===== config.mk =====
export PLATFORM = sky130hd
export DESIGN_NAME = control_sequencer_flat
export DESIGN_NICKNAME = d
export VERILOG_FILES = /design/src/rtl/control_sequencer_if.sv /design/src/rtl/control_sequencer.sv /design/src/flat_wrapper.sv
export SDC_FILE = /design/constraint.sdc
export NUM_CORES = 1
export LEC_CHECK = 0
export ABC_CLOCK_PERIOD_IN_PS = 2400
export CAP_MARGIN = 20
export CORE_ASPECT_RATIO = 1.2
export CORE_MARGIN = 2
export CORE_UTILIZATION = 35
export DETAILED_ROUTE_END_ITERATION = 10
export GPL_TIMING_DRIVEN = 0
export PLACE_DENSITY = 0.79
export SLEW_MARGIN = 10
export SYNTH_ARGS = -nofsm -noshare
export SYNTH_HDL_FRONTEND = slang
export SYNTH_SLANG_ARGS = --single-unit

===== constraint.sdc =====
create_clock -name clock -period 2.4 [get_ports clock]
set_input_delay 0.36 -clock clock [delete_from_list [all_inputs] [get_ports clock]]
set_output_delay 0.36 -clock clock [all_outputs]
set_load 0.02 [all_outputs]

===== src/rtl/control_sequencer_if.sv =====
// Purpose: datapath-facing bundle for control_sequencer. The master (sequencer)
//          samples run/ir/mem_ready and drives the datapath strobes plus the
//          done/illegal/halted status; the slave side is the datapath/test side.
// Ports:   run, ir[31:0], mem_ready              -> sequencer inputs
//          PCout..HIin, Rin[15:0], Rout[15:0],
//          opcode[4:0], done, illegal, halted    -> sequencer outputs
interface control_sequencer_if;
    logic        run;
    logic [31:0] ir;
    logic        mem_ready;

    logic        PCout;
    logic        MARin;
    logic        incPC;
    logic        Zin;
    logic        PCin;
    logic        read;
    logic        MDRin;
    logic        MDRout;
    logic        IRin;
    logic        Yin;
    logic        ZLowOut;
    logic        ZHighOut;
    logic        LOin;
    logic        HIin;
    logic [15:0] Rin;
    logic [15:0] Rout;
    logic [4:0]  opcode;
    logic        done;
    logic        illegal;
    logic        halted;

    modport master (
        input  run, ir, mem_ready,
        output PCout, MARin, incPC, Zin, PCin, read, MDRin, MDRout, IRin, Yin,
               ZLowOut, ZHighOut, LOin, HIin, Rin, Rout, opcode,
               done, illegal, halted
    );

    modport slave (
        output run, ir, mem_ready,
        input  PCout, MARin, incPC, Zin, PCin, read, MDRin, MDRout, IRin, Yin,
               ZLowOut, ZHighOut, LOin, HIin, Rin, Rout, opcode,
               done, illegal, halted
    );
endinterface


===== src/rtl/control_sequencer.sv =====
// Purpose: hardwired fetch/execute control unit. Steps T0-T2 (fetch) and
//          T3-T6 (execute) for ALU3, MUL/DIV, NOP and HALT, producing Moore
//          strobes decoded from the current state and the IR fields.
// Ports:   clock        system clock
//          clear        synchronous active-high reset
//          bus          control_sequencer_if.master (run/ir/mem_ready in,
//                       datapath strobes and status out)
//          instr_count  retired-instruction counter, wraps at 2^CNT_W
module control_sequencer #(
    parameter int unsigned CNT_W = 16
) (
    input  logic                 clock,
    input  logic                 clear,
    control_sequencer_if.master  bus,
    output logic [CNT_W-1:0]     instr_count
);

    typedef enum logic [3:0] {
        IDLE, T0, T1, T2, T3, T4, T5, T6, HALTED
    } state_t;

    localparam logic [4:0] OP_ALU3_MAX = 5'b01110;
    localparam logic [4:0] OP_MUL      = 5'b01111;
    localparam logic [4:0] OP_DIV      = 5'b10000;
    localparam logic [4:0] OP_NOP      = 5'b11010;
    localparam logic [4:0] OP_HALT     = 5'b11011;

    state_t             state_q, state_d;
    logic [CNT_W-1:0]   count_q, count_d;

    logic [4:0] op;
    logic [3:0] ra, rb, rc;
    logic       is_alu3, is_muldiv, is_nop, is_halt;
    logic       retire;
    logic       unused_ir_bits;

    // IR field extraction and opcode class decode
    assign op        = bus.ir[31:27];
    assign ra        = bus.ir[26:23];
    assign rb        = bus.ir[22:19];
    assign rc        = bus.ir[18:15];
    assign is_alu3   = (op <= OP_ALU3_MAX);
    assign is_muldiv = (op == OP_MUL) || (op == OP_DIV);
    assign is_nop    = (op == OP_NOP);
    assign is_halt   = (op == OP_HALT);

    assign unused_ir_bits = ^bus.ir[14:0];
    assign instr_count    = count_q;

    // State and counter registers
    always_ff @(posedge clock) begin
        if (clear) begin
            state_q <= IDLE;
            count_q <= '0;
        end else begin
            state_q <= state_d;
            count_q <= count_d;
        end
    end

    // Next-state and Moore strobe decode
    always_comb begin
        state_d      = state_q;
        count_d      = count_q;
        retire       = 1'b0;
        bus.PCout    = 1'b0;
        bus.MARin    = 1'b0;
        bus.incPC    = 1'b0;
        bus.Zin      = 1'b0;
        bus.PCin     = 1'b0;
        bus.read     = 1'b0;
        bus.MDRin    = 1'b0;
        bus.MDRout   = 1'b0;
        bus.IRin     = 1'b0;
        bus.Yin      = 1'b0;
        bus.ZLowOut  = 1'b0;
        bus.ZHighOut = 1'b0;
        bus.LOin     = 1'b0;
        bus.HIin     = 1'b0;
        bus.Rin      = '0;
        bus.Rout     = '0;
        bus.opcode   = '0;
        bus.done     = 1'b0;
        bus.illegal  = 1'b0;
        bus.halted   = 1'b0;

        case (state_q)
            IDLE: begin
                if (bus.run) state_d = T0;
            end
            T0: begin
                bus.PCout = 1'b1;
                bus.MARin = 1'b1;
                bus.incPC = 1'b1;
                bus.Zin   = 1'b1;
                state_d   = T1;
            end
            T1: begin
                // Held until memory returns data; re-loading PC is idempotent
                bus.ZLowOut = 1'b1;
                bus.PCin    = 1'b1;
                bus.read    = 1'b1;
                bus.MDRin   = 1'b1;
                if (bus.mem_ready) state_d = T2;
            end
            T2: begin
                bus.MDRout = 1'b1;
                bus.IRin   = 1'b1;
                state_d    = T3;
            end
            T3: begin
                if (is_alu3 || is_muldiv) begin
                    bus.Rout = 16'(16'd1 << rb);
                    bus.Yin  = 1'b1;
                    state_d  = T4;
                end else if (is_nop || is_halt) begin
                    retire = 1'b1;
                end else begin
                    bus.illegal = 1'b1;
                    state_d     = bus.run ? T0 : IDLE;
                end
            end
            T4: begin
                bus.Rout   = 16'(16'd1 << rc);
                bus.Zin    = 1'b1;
                bus.opcode = op;
                state_d    = T5;
            end
            T5: begin
                bus.ZLowOut = 1'b1;
                if (is_muldiv) begin
                    bus.LOin = 1'b1;
                    state_d  = T6;
                end else begin
                    bus.Rin = 16'(16'd1 << ra);
                    retire  = 1'b1;
                end
            end
            T6: begin
                bus.ZHighOut = 1'b1;
                bus.HIin     = 1'b1;
                retire       = 1'b1;
            end
            HALTED: begin
                bus.halted = 1'b1;
            end
            default: state_d = IDLE;
        endcase

        // Retirement is shared by every instruction class; HALT parks afterwards
        if (retire) begin
            bus.done = 1'b1;
            count_d  = count_q + CNT_W'(1);
            if (state_q == T3 && is_halt) state_d = HALTED;
            else                          state_d = bus.run ? T0 : IDLE;
        end
    end

endmodule


===== src/flat_wrapper.sv =====
// flat-port wrapper written by rule: the top's interface ports become plain ports
module control_sequencer_flat 
#(
    parameter int unsigned CNT_W = 16
)
  (clock, clear, instr_count, bus_run, bus_ir, bus_mem_ready, bus_PCout, bus_MARin, bus_incPC, bus_Zin, bus_PCin, bus_read, bus_MDRin, bus_MDRout, bus_IRin, bus_Yin, bus_ZLowOut, bus_ZHighOut, bus_LOin, bus_HIin, bus_Rin, bus_Rout, bus_opcode, bus_done, bus_illegal, bus_halted);
  control_sequencer_if bus_i ();
  input  logic clock;
  input  logic clear;
  output logic [CNT_W-1:0] instr_count;
  input wire logic [$bits(bus_i.run)-1:0] bus_run;
  input wire logic [$bits(bus_i.ir)-1:0] bus_ir;
  input wire logic [$bits(bus_i.mem_ready)-1:0] bus_mem_ready;
  output wire logic [$bits(bus_i.PCout)-1:0] bus_PCout;
  output wire logic [$bits(bus_i.MARin)-1:0] bus_MARin;
  output wire logic [$bits(bus_i.incPC)-1:0] bus_incPC;
  output wire logic [$bits(bus_i.Zin)-1:0] bus_Zin;
  output wire logic [$bits(bus_i.PCin)-1:0] bus_PCin;
  output wire logic [$bits(bus_i.read)-1:0] bus_read;
  output wire logic [$bits(bus_i.MDRin)-1:0] bus_MDRin;
  output wire logic [$bits(bus_i.MDRout)-1:0] bus_MDRout;
  output wire logic [$bits(bus_i.IRin)-1:0] bus_IRin;
  output wire logic [$bits(bus_i.Yin)-1:0] bus_Yin;
  output wire logic [$bits(bus_i.ZLowOut)-1:0] bus_ZLowOut;
  output wire logic [$bits(bus_i.ZHighOut)-1:0] bus_ZHighOut;
  output wire logic [$bits(bus_i.LOin)-1:0] bus_LOin;
  output wire logic [$bits(bus_i.HIin)-1:0] bus_HIin;
  output wire logic [$bits(bus_i.Rin)-1:0] bus_Rin;
  output wire logic [$bits(bus_i.Rout)-1:0] bus_Rout;
  output wire logic [$bits(bus_i.opcode)-1:0] bus_opcode;
  output wire logic [$bits(bus_i.done)-1:0] bus_done;
  output wire logic [$bits(bus_i.illegal)-1:0] bus_illegal;
  output wire logic [$bits(bus_i.halted)-1:0] bus_halted;
  assign bus_i.run = bus_run;
  assign bus_i.ir = bus_ir;
  assign bus_i.mem_ready = bus_mem_ready;
  assign bus_PCout = bus_i.PCout;
  assign bus_MARin = bus_i.MARin;
  assign bus_incPC = bus_i.incPC;
  assign bus_Zin = bus_i.Zin;
  assign bus_PCin = bus_i.PCin;
  assign bus_read = bus_i.read;
  assign bus_MDRin = bus_i.MDRin;
  assign bus_MDRout = bus_i.MDRout;
  assign bus_IRin = bus_i.IRin;
  assign bus_Yin = bus_i.Yin;
  assign bus_ZLowOut = bus_i.ZLowOut;
  assign bus_ZHighOut = bus_i.ZHighOut;
  assign bus_LOin = bus_i.LOin;
  assign bus_HIin = bus_i.HIin;
  assign bus_Rin = bus_i.Rin;
  assign bus_Rout = bus_i.Rout;
  assign bus_opcode = bus_i.opcode;
  assign bus_done = bus_i.done;
  assign bus_illegal = bus_i.illegal;
  assign bus_halted = bus_i.halted;
  control_sequencer #(.CNT_W(CNT_W)) u_core (.clock(clock), .clear(clear), .bus(bus_i), .instr_count(instr_count));
endmodule

-- Word level (Yosys, flattened, before mapping)
Index checks and enable logic that the tools add are counted.
Widths: inputs -> output; s select.
- flip-flop bits (word level): 20
- bits of input ports: 36
- output and inout bits: 70
- logic and storage cells: 66
- add/sub/neg operators: 1
- $lt $le $gt $ge: 1
- equality and inequality tests: 17
- shift operators: 3
- mux-type cells: 33
- reduce and logical (&&, ||, !) cells: 9
- operators by type and width (kind ; number):
    $mux 16 ; 3
    $shl 1x4->16 const A ; 3
    $pmux 16 s2 ; 1
    $pmux 4 s8 ; 1
    $mux 4 ; 7
    $mux 1 ; 19
    $add 16x1->16 const B ; 1
    $eq 4x3->1 const B ; 4
    $eq 5x5->1 const B ; 3
    $eq 4x2->1 const B ; 2
    $ne 3x2->1 const B ; 2
    $reduce_or 2->1 ; 3
    $eq 5x4->1 const B ; 1
    $le 5x4->1 const B ; 1
    $mux 5 ; 1
    $reduce_and 5->1 ; 1
    $eq 4x1->1 const B ; 1
    $eq 4x4->1 const B ; 1
    $logic_not 4->1 ; 1
    $ne 4x2->1 const B ; 1
    $logic_or 1x1->1 ; 3
    $ne 3x1->1 const B ; 1
    $pmux 1 s3 ; 1
    $ne 2x1->1 const B ; 1
    $logic_and 1x1->1 ; 1

-- Longest topological paths before layout
Gate-level depths: netlist of the first run.
- word-level depth: 7
- mapped depth: 7
- depth with buffers taken out: 5

-- Worst setup path after synthesis of the first run
Ideal clock, no wire load.
- path kind: input to output
- start: input port bus_ir[28]
- end: output port bus_Rin[10]
- data arrival time: 1.866 ns
- required time: 2.040 ns
- setup slack: 0.174 ns
- stages: 6
- buffers on the path: 1
- path through: and4b_1 > a221o_2 > clkbuf_1 > nor2_1 > nand2_1 > nor3_1
- cells in the longest elaborated chain, start to end: 4
- elaborated cells on any way between the ends: 5
- classes of those cells: 2 x eq/ne; 2 x mux; 1 x reduce/logical
- RTL lines (element ; RTL line ; text):
    start: declaration ; flat_wrapper.sv:12 ; input wire logic [$bits(bus_i.ir)-1:0] bus_ir;
    $eq 5x4->1 or $eq 5x5->1 (tied branches) ; control_sequencer.sv:43 ; assign is_muldiv = (op == OP_MUL) || (op == OP_DIV);
    $logic_or 1x1->1 (*) ; control_sequencer.sv:43 ;
    $mux 16 (*) ; control_sequencer.sv:131 ; if (is_muldiv) begin
    $mux 16 (*) ; control_sequencer.sv:87 ; case (state_q)
    end: declaration ; flat_wrapper.sv:28 ; output wire logic [$bits(bus_i.Rin)-1:0] bus_Rin;
Mark *: on every way between the ends. The rest lies on a longest branch, timed or not.

-- Worst setup path in the final report of the first run
- start: input port bus_ir[29]
- end: output port bus_Rin[9]
Same word-level chain as after synthesis.

==> results_dict.tcl, run 1 <==
set metrics [dict create \
    overflow 0 \
    synthCells 223 \
    hp-class "reg -> reg" \
    synth_edf_count 0 \
    wirelength_um 5200 \
    grt_max_degree 12 \
    holdPathEnd "u_core.instr_count[13]$_SDFFE_PP0N_" \
    tightest_slew_ps 471 \
    multi_input_area_sq_um 1180 \
    synth_common_cells "nor2_1, dfxtp_1, nand2_1" \
    io_pins 106 \
    first_global_vias 1849 \
    nFillCells 421 \
    max_cap_violations 0 \
    power.leakage_nw 1.00 \
    cts_made_buffers 3 \
    r2r_start "u_core.state_q[1]$_SDFFE_PP0P_" \
    port_buffers 89 \
    core_area_sq_um 4330 \
    synth_top_area_cell "dfxtp_1" \
    fmax_mhz 426 \
    timing.rr.end "u_core.instr_count[15]$_SDFFE_PP0N_" \
    path_max_fanout 5 \
    yosys.area.top_type_share 0.251 \
    grt_usage 0.196 \
    clockRootBuffer "clkbuf_8" \
    syn_area_per_cell_sq_um 7.15 \
    postSynth.topFlopCell "dfxtp_1" \
    antenna_left 0 \
    fin_area_sq_um 2640 \
    ir_drop_mv 0.282 \
    fin_worst_skew_ps 1.57 \
    cts_tree "built" \
    die_w_um 65.6 \
    grt_antenna_before_repair 0 \
    grt_pass1_wl_um 8250 \
    power.density_nw_per_um2 356 \
    drive_gt1_frac 0.234 \
    period_share 0.977 \
    htreeDepth 1 \
    drt_pass1_iterations 4 \
    min-delay-start "u_core.instr_count[13]$_SDFFE_PP0N_" \
    syn_nets 260 \
    die_height_um 78.0 \
    wl_per_cell_um 13.8 \
    final_nets 358 \
    synth_seq_area_share 0.251 \
    n_antenna_cell 0 \
    path_class "in -> out" \
    endpoint_kind "output port" \
    p_total_mw 0.938 \
    hpwl_um 3840 \
    drt_drc_violations_left 0 \
    syn_area_sq_um 1600 \
    cp-start-kind "input pin" \
    syn2layout_area_growth_pct 65.2 \
    ys_seq_elements 20 \
    row_count 26 \
    die-area_sq_um 5120 \
    drtIter0Drc 145 \
    crit_arrival_ps 1990 \
    yosys_warnings 0 \
    critPathMaxStageDelay_ps 430 \
    status "finished, final reports clean" \
    vias 2034 \
    drv_slew 0 \
    cp.required_ps 2040 \
    worstHoldPathCells 2 \
    synth_cell_types 43 \
    viasPerCell 5.41 \
    clock_latency_ps 260 \
    placed_area_sq_um 2560 \
    r2r_cells 7 \
    gp_congestion 0.911 \
    setup_viol_count_final 0 \
    rrSetupSlack_ps 170 \
    final_hold_viol_count 0 \
    slowest_stage "a221o_2" \
    clock_sinks 20 \
    clk_pin_slew_ps 70 \
    initial_core_util 0.369 \
    async_reset_ff_frac 0 \
    worstPathCellList "dlygate4sd2_1 -> and4b_1 -> a221o_2 -> or3_4 -> nor2_1 -> buf_2" \
    slew_headroom 0.685 \
    period_minus_slack_ps 2350 \
    clk_path_buf_depth 2 \
    rsz0062_at_grt "true" \
    seq_area_sq_um 402 \
    ys_top_cells_by_area "dfxtp_1, nor2_1, xnor2_1" \
    synth.most_common_cell "nor2_1" \
]
## stage by stage
| stage | std cells | setup WS, ps | setup TNS (ps) | utilization | hold WS [ps] |
|---|---|---|---|---|---|
| after floorplan | 223 | 174 | 0 | - | 529 |
| after global placement | 368 | -877 | -25940 | 0.591 | 485 |
| after detailed placement | 368 | -878 | -26130 | 0.591 | 510 |
| after CTS | 375 | 0.129 | 0 | 0.601 | 524 |
| after global routing | 376 | -33.4 | -62.7 | 0.609 | 577 |
| final | 376 | 54.8 | 0 | 0.609 | 520 |
## routing by layer
metal  global-route usage  routed length [um]  up-vias
li1                     -                   -      991
met1                0.227                2130      926
met2                0.354                2560      100
met3               0.0246                 357       17
met4               0.0813                 142        0
met5                    0                   0        -
## sequential cells by signal, summed over array words and instances, names as in the netlist
name	count
u_core.state_q	4
u_core.instr_count	16
## area by class of cell
cell class	instances	share of cell area
well taps	56	0.0266
clock buffers	4	0.0209
inverters	9	0.0138
plain buffers	14	0.0361
flip-flops and latches	20	0.152
multi-input cells	180	0.448
repair buffers	93	0.302
## kinds of logic (layout without fill, tap and decap cells)
logic type	Yosys count	count (layout)	share of synthesized area
compound gates	46	46	0.209
xor+xnor	11	11	0.0604
fa+ha+maj	1	1	0.00784
buf+inv	23	120	0.0729
flops	20	20	0.251
mux	1	1	0.00706
simple gates	121	121	0.391
## timing repair
action | 4_1_cts | 5_1_grt
hold buffers | 0 | 0
resized for setup | 109 | 58
endpoints found under the setup margin | 41 | 40
setup buffers | 3 | 1
pin swaps | 3 | 5
## worst max-delay path by stage
stage	startpoint	end	cells past startpoint	slack [ps]
CTS	bus_ir[29]	bus_Rin[4]	6	0.1
finish	bus_ir[29]	bus_Rin[9]	6	50
detailed placement	bus_ir[29]	bus_Rout[3]	7	-880
global placement	bus_ir[29]	bus_Rout[2]	6	-880
floorplan	bus_ir[28]	bus_Rin[10]	6	170
global route	bus_ir[30]	u_core.state_q[2]$_SDFFE_PP0P_	7	-30
## where the power goes
part	total (mW)	internal [mW]	switching, mW
Sequential	0.345	0.340	0.00499
Combinational	0.330	0.153	0.177
Clock	0.263	0.146	0.116
Total	0.938	0.640	0.299
## critical path, delay by kind of cell
family          cells  cell delay (ps)
simple gates        3              720
compound gates      1              430
buf+inv             2              470
## layout by cell type (no fill, tap or decap), types with 2 or more instances in the layout
cell type and count:
or3_4 3, and2_1 7, o22ai_1 6, dlygate4sd2_1 8, nand2_1 14, a211oi_1 3
nand4_1 6, inv_1 8, o32ai_1 4, nand3b_1 2, clkdlybuf4s50_1 50, nor2b_1 3
o31ai_1 3, nor3_2 5, or3_1 4, xnor2_1 11, buf_2 10, or2_2 2
a2111oi_2 2, dfxtp_1 19, buf_4 22, clkbuf_1 2, nand2b_1 6, nor2_1 35
nor2_2 3, clkbuf_8 4, nand3_1 11, and4b_1 2, a21oi_1 11, clkbuf_2 10
o21ai_0 7, nor3_1 5, clkdlybuf4s15_1 2, nand2_2 4, or4_1 2
Power figures use the tool's default switching activity.
==> inputs of run 2 (changes only) <==
- CORE_UTILIZATION: 35 -> 36
- PLACE_DENSITY: 0.79 -> 0.81
==> results_dict.tcl, run 2 (synthesis gave the netlist of run 1 again) <==
set metrics [dict create \
    wl_per_cell_um 13.5 \
    n_antenna_cell 0 \
    core_area_sq_um 4260 \
    drt_drc_violations_left 0 \
    slowest_stage "a221o_2" \
    die-area_sq_um 4980 \
    drt_pass1_iterations 4 \
    drv_slew 0 \
    initial_core_util 0.374 \
    power.density_nw_per_um2 383 \
    fin_setup_tns_ps 0 \
    slew_headroom 0.712 \
    rrSetupSlack_ps 150 \
    path_class "reg -> out" \
    max_cap_violations 0 \
    endpoint_kind "output port" \
    period_share 0.965 \
    vias 2012 \
    final_common_cell "clkdlybuf4s50_1" \
    mostFrequentLayoutCells "clkdlybuf4s50_1, nor2_1, dfxtp_1" \
    clock_sinks 20 \
    die_height_um 76.9 \
    drtIter0Drc 119 \
    power.leakage_nw 1.03 \
    worstHoldPathCells 3 \
    tightest_slew_ps 432 \
    io_pins 106 \
    dp_cells 368 \
    grt_antenna_before_repair 0 \
    cts_tree "built" \
    row_count 26 \
    gp_congestion 0.865 \
    fmax_mhz 432 \
    grt_max_degree 13 \
    grt_usage 0.188 \
    drive_gt1_frac 0.245 \
    ir_drop_mv 0.481 \
    die_w_um 64.8 \
    status "finished, final reports clean" \
    cp-start-kind "flop" \
    utilization 0.620 \
    layout.cells.non_filler 378 \
    fin_worst_skew_ps 5.87 \
    holdPathEnd "u_core.state_q[3]$_SDFFE_PP0P_" \
    final_nets 360 \
    r2r_cells 8 \
    overflow 0 \
    syn2layout_area_growth_pct 65.6 \
    setup_viol_count_final 0 \
    clk_pin_slew_ps 80 \
    worstPathCellList "buf_6 -> nand4bb_1 -> a221o_2 -> or3_4 -> nor2_1 -> clkdlybuf4s15_2" \
    cts_made_buffers 3 \
    grt_pass1_wl_um 7810 \
    critPathMaxStageDelay_ps 370 \
    r2r_start "u_core.state_q[1]$_SDFFE_PP0P_" \
    largest_reg_flops 16 \
    period_minus_slack_ps 2320 \
    viasPerCell 5.32 \
    hpwl_um 3850 \
    hp-class "in -> reg" \
    crit_arrival_ps 1960 \
    path_max_fanout 9 \
    cp.required_ps 2040 \
    timing.rr.end "u_core.instr_count[9]$_SDFFE_PP0N_" \
    port_buffers 89 \
    final_hold_viol_count 0 \
    rsz0062_at_grt "false" \
    clock_latency_ps 260 \
    clockRootBuffer "clkbuf_8" \
    clk_path_buf_depth 2 \
    htreeDepth 1 \
    min-delay-start "bus_ir[27]" \
    antenna_left 0 \
    wirelength_um 5110 \
    first_global_vias 1770 \
]
## run 2: how the worst max path moves through the flow
stage | start | endpoint | slack (ps) | depth (start not counted)
after floorplan | bus_ir[28] | bus_Rin[10] | 170 | 6
after detailed placement | bus_ir[31] | bus_Rin[10] | -870 | 8
final | u_core.state_q[1]$_SDFFE_PP0P_ | bus_Rin[4] | 80 | 6
after global placement | bus_ir[30] | bus_Rout[2] | -830 | 6
after global routing | u_core.state_q[1]$_SDFFE_PP0P_ | bus_Rin[4] | 4 | 6
after CTS | u_core.state_q[0]$_SDFFE_PP0P_ | bus_Rout[10] | -30 | 6
## run 2: power by group
part / total [mW] / internal [mW] / switching (mW)
combinational: 0.333 / 0.158 / 0.176
clock: 0.333 / 0.223 / 0.110
sequential: 0.346 / 0.340 / 0.00558
total: 1.01 / 0.721 / 0.291
## run 2: repair_timing
item	4_1_cts	5_1_grt
hold endpoints to repair	0	0
setup buffers	3	3
gates resized for setup	107	61
pin swaps	3	3
hold buffers	0	0
endpoints found under the setup margin	42	40
## run 2: final cells by class
type	count	area [sq um]
inverters	9	33.8
clock buffers	3	41.3
multi-input cells	180	1180
well taps	56	70.1
flip-flops and latches	20	402
repair buffers	95	782
fillers	406	1620
clock inverters	1	30.0
plain buffers	14	103
## run 2: routing by layer
metal / GRT usage / part of all wire / wire, um
met1: 0.201 / 0.41 / 2090
met2: 0.369 / 0.52 / 2680
met3: 0.0249 / 0.057 / 291
met4: 0.0553 / 0.010 / 51
met5: 0 / 0 / 0
## run 2: critical path, delay by kind of cell, from the launching register on
| kind | cells | cell delay [ps] |
|---|---|---|
| AOI/OAI and AO/OA | 1 | 370 |
| buffers and inverters | 2 | 410 |
| DFF | 1 | 320 |
| and+or+nand+nor | 3 | 590 |
## run 2: through the flow
step                hold WS, ps  setup WS (ps)  total power, mW  area (sq um)
floorplan                   529            174            0.522          1600
global placement            485           -831            0.649          2560
detailed placement          500           -868            0.654          2560
CTS                         512          -32.7            0.996          2630
global route                534           4.49             1.05          2640
finish                      493           83.3             1.01          2640
==> edit: new RTL, flow settings as in run 1 <==
`CNT_W` is set to 16 in 2 places; all go to 32.
--- a/src/rtl/control_sequencer.sv
+++ b/src/rtl/control_sequencer.sv
@@ -7,7 +7,7 @@
 //                       datapath strobes and status out)
 //          instr_count  retired-instruction counter, wraps at 2^CNT_W
 module control_sequencer #(
-    parameter int unsigned CNT_W = 16
+    parameter int unsigned CNT_W = 32
 ) (
     input  logic                 clock,
     input  logic                 clear,
--- a/src/flat_wrapper.sv
+++ b/src/flat_wrapper.sv
@@ -1,7 +1,7 @@
 // flat-port wrapper written by rule: the top's interface ports become plain ports
 module control_sequencer_flat 
 #(
-    parameter int unsigned CNT_W = 16
+    parameter int unsigned CNT_W = 32
 )
   (clock, clear, instr_count, bus_run, bus_ir, bus_mem_ready, bus_PCout, bus_MARin, bus_incPC, bus_Zin, bus_PCin, bus_read, bus_MDRin, bus_MDRout, bus_IRin, bus_Yin, bus_ZLowOut, bus_ZHighOut, bus_LOin, bus_HIin, bus_Rin, bus_Rout, bus_opcode, bus_done, bus_illegal, bus_halted);
   control_sequencer_if bus_i ();
Ports: changed (resized instr_count); port bits go from 106 to 122. No check against the original RTL was run, so the function may have changed too.
==> edit against run 1 <==
  * Sequential cell count increased by 16
  * Register-to-register slack improved by 0.08 ns
  * Clock power increased by 76%
  * Routed wire length increased by 57%
  * Total power increased by 44%
  * Die area increased by 54%
  * Cell area increased by 48%
  * Area after synthesis increased by 57%
  * Setup slack got worse by 0.038 ns
  * Highest routed layer unchanged
==> edit: results (changes against run 1) <==
** Placed design
- The final HPWL from detailed placement was 6.081 mm (+58%).
- Placement Setup Slack :: -1.166 ns (-0.2882 ns)
- The number of buffer cells added on primary ports came to 105 (+18%).
- The global placement routability congestion came to 0.8437 (-7.3%).

** Layout
- The share of cell area taken by flip-flops and latches was 0.1852 (+0.03274).
- The layout buffering overhead excluding clock cells was 0.3048 (-0.03332).
- Multi-input logic area :: 1779 µm² (+51%)
- Final net count :: 475 (+33%)
- Clock buffers and inverters, area share :: 0.02462 (+0.003732)
- Number of clock-tree buffers in the layout :: 7 (+3)
- The number of fillers in the final layout is 653 (+55%).
- Plain + repair buffers :: 138 (+29%)
- Number of flip-flops under the largest register name :: 32 (+16)
- Layout cell share with drive strength beyond 1 :: 0.2306 (-0.003781)
- The count of multi-input gates was 254 (+41%).
- The count of non-CTS inverters in the layout came to 3 (-6).

** Power
- IR Drop Worst-Case VDD :: 0.0003038 V (+7.7%)
- Static Leakage :: 1.534 nW (+53%)

** Logic synthesis
- The xor-xnor portion of the synthesized cell area came to 0.05592 (-0.004476).
- The distinct cell type count after synthesis was 57 (+33%).
- The portion of netlist area occupied by mux cells was 0.005991 (-0.001068).
- Share of the synthesized area in compound gates (AO/OA/AOI/OAI) :: 0.1882 (-0.02119)
- In the synthesized netlist, the cells that appear most often are 41 x nor2_1, 36 x dfxtp_1, 17 x nand3_1.
- The total nets after synthesis is 352 (+35%).
- The adder-cell area share of the yosys netlist was 0.004993 (-0.002851).
- Register area share after synthesis :: 0.2876 (+0.03659)

** Drt
- The detailed-route wire length per cell came to 15.54 µm (+12%).
- Via count normalized by instance count :: 5.648 (+4.4%)

** CTS
- The clock latency at the later pin of the worst-skew pair came to 0.29 ns (+0.03 ns).
- Num Clock Sinks :: 36 (+80%)
- The number of buffers on the longest clock path was 2 (unchanged).
- The number of H-tree levels came to 2 (+1).

** Worst setup path
- Crit Path Max Fanout :: 8 (+3)
- Slowest-stage cell, CP :: or3b_4
- Worst setup slack for register-to-register paths :: 0.25 ns (+0.08 ns)

** GRT
- Maximum number of pins on one net before global-route repair :: 11 (-1)
- The global-route wire length before repair came to 12.50 mm (+52%).
- Number of global-route vias before repair :: 2,793 (+51%)

** STA
- Achievable frequency :: 0.4196 GHz (-1.6%)
- The clock tree skew after final layout is 0.006230 ns (+0.004664 ns).
- The smallest hold slack was 0.5078 ns (-0.01198 ns).
- The worst slew margin relative to its limit is 0.5373 (-0.1481).

** Status
- Status :: complete, no violations
## edit: cell count changes in the layout (fill, tap and decap cells not counted), sizes merged, moves of 6 or more
cell           delta
dfxtp            +16
clkbuf           +11
o22ai            +10
clkdlybuf4s15     +7
dlymetal6s2s      +7
nand3             +7
nor4              +7
inv               -6
nand4b            +6
nor3              +6
or3               -6
## edit: final timing paths
check | from | endpoint | depth (start not counted)
worst min-delay path | u_core.instr_count[29] | u_core.instr_count[29] | 2
worst max register to register | u_core.state_q[0] | u_core.instr_count[31] | 6
worst min register to register | u_core.instr_count[29] | u_core.instr_count[29] | 2
worst max-delay path | bus_ir[30] | bus_Rout[0] | 7
## edit: through the flow
stage / instances / area, µm² / TNS [ns] / util
floorplan: 315 / 2506 / 0 / -
global placement: 507 / 3666 / -25.03 / 0.5317
detailed placement: 507 / 3666 / -26.41 / 0.5317
CTS: 519 / 3845 / -0.1771 / 0.5576
global route: 525 / 3913 / -0.09613 / 0.5674
finish: 525 / 3913 / 0 / 0.5674
## edit: cell families after synthesis
| family | after synthesis |
|---|---|
| AOI/OAI and AO/OA | 65 |
| muxes | 1 |
| adders and majority gates | 1 |
| buffers and inverters | 25 |
| and+or+nand+nor | 171 |
| xor gates and xnor gates | 16 |
| DFF | 36 |
## edit: routing by layer
metal,share of wire,global-route usage,up-vias
met4,0.0080,0.05085,0
met3,0.085,0.04757,8
li1,-,-,1423
met2,0.52,0.3808,129
met1,0.39,0.1999,1405
met5,0,0,-
## edit: repair_timing
action                     CTS  global route
resized for setup           99            60
pin swaps                    5             3
setup buffers                5             6
setup endpoints to repair   46            42
## edit: power by group
| part | internal, W | switching, W | total [W] |
|---|---|---|---|
| registers | 0.000602 | 0.00000419 | 0.000606 |
| logic | 0.000125 | 0.000158 | 0.000283 |
| clock network | 0.000256 | 0.000208 | 0.000463 |
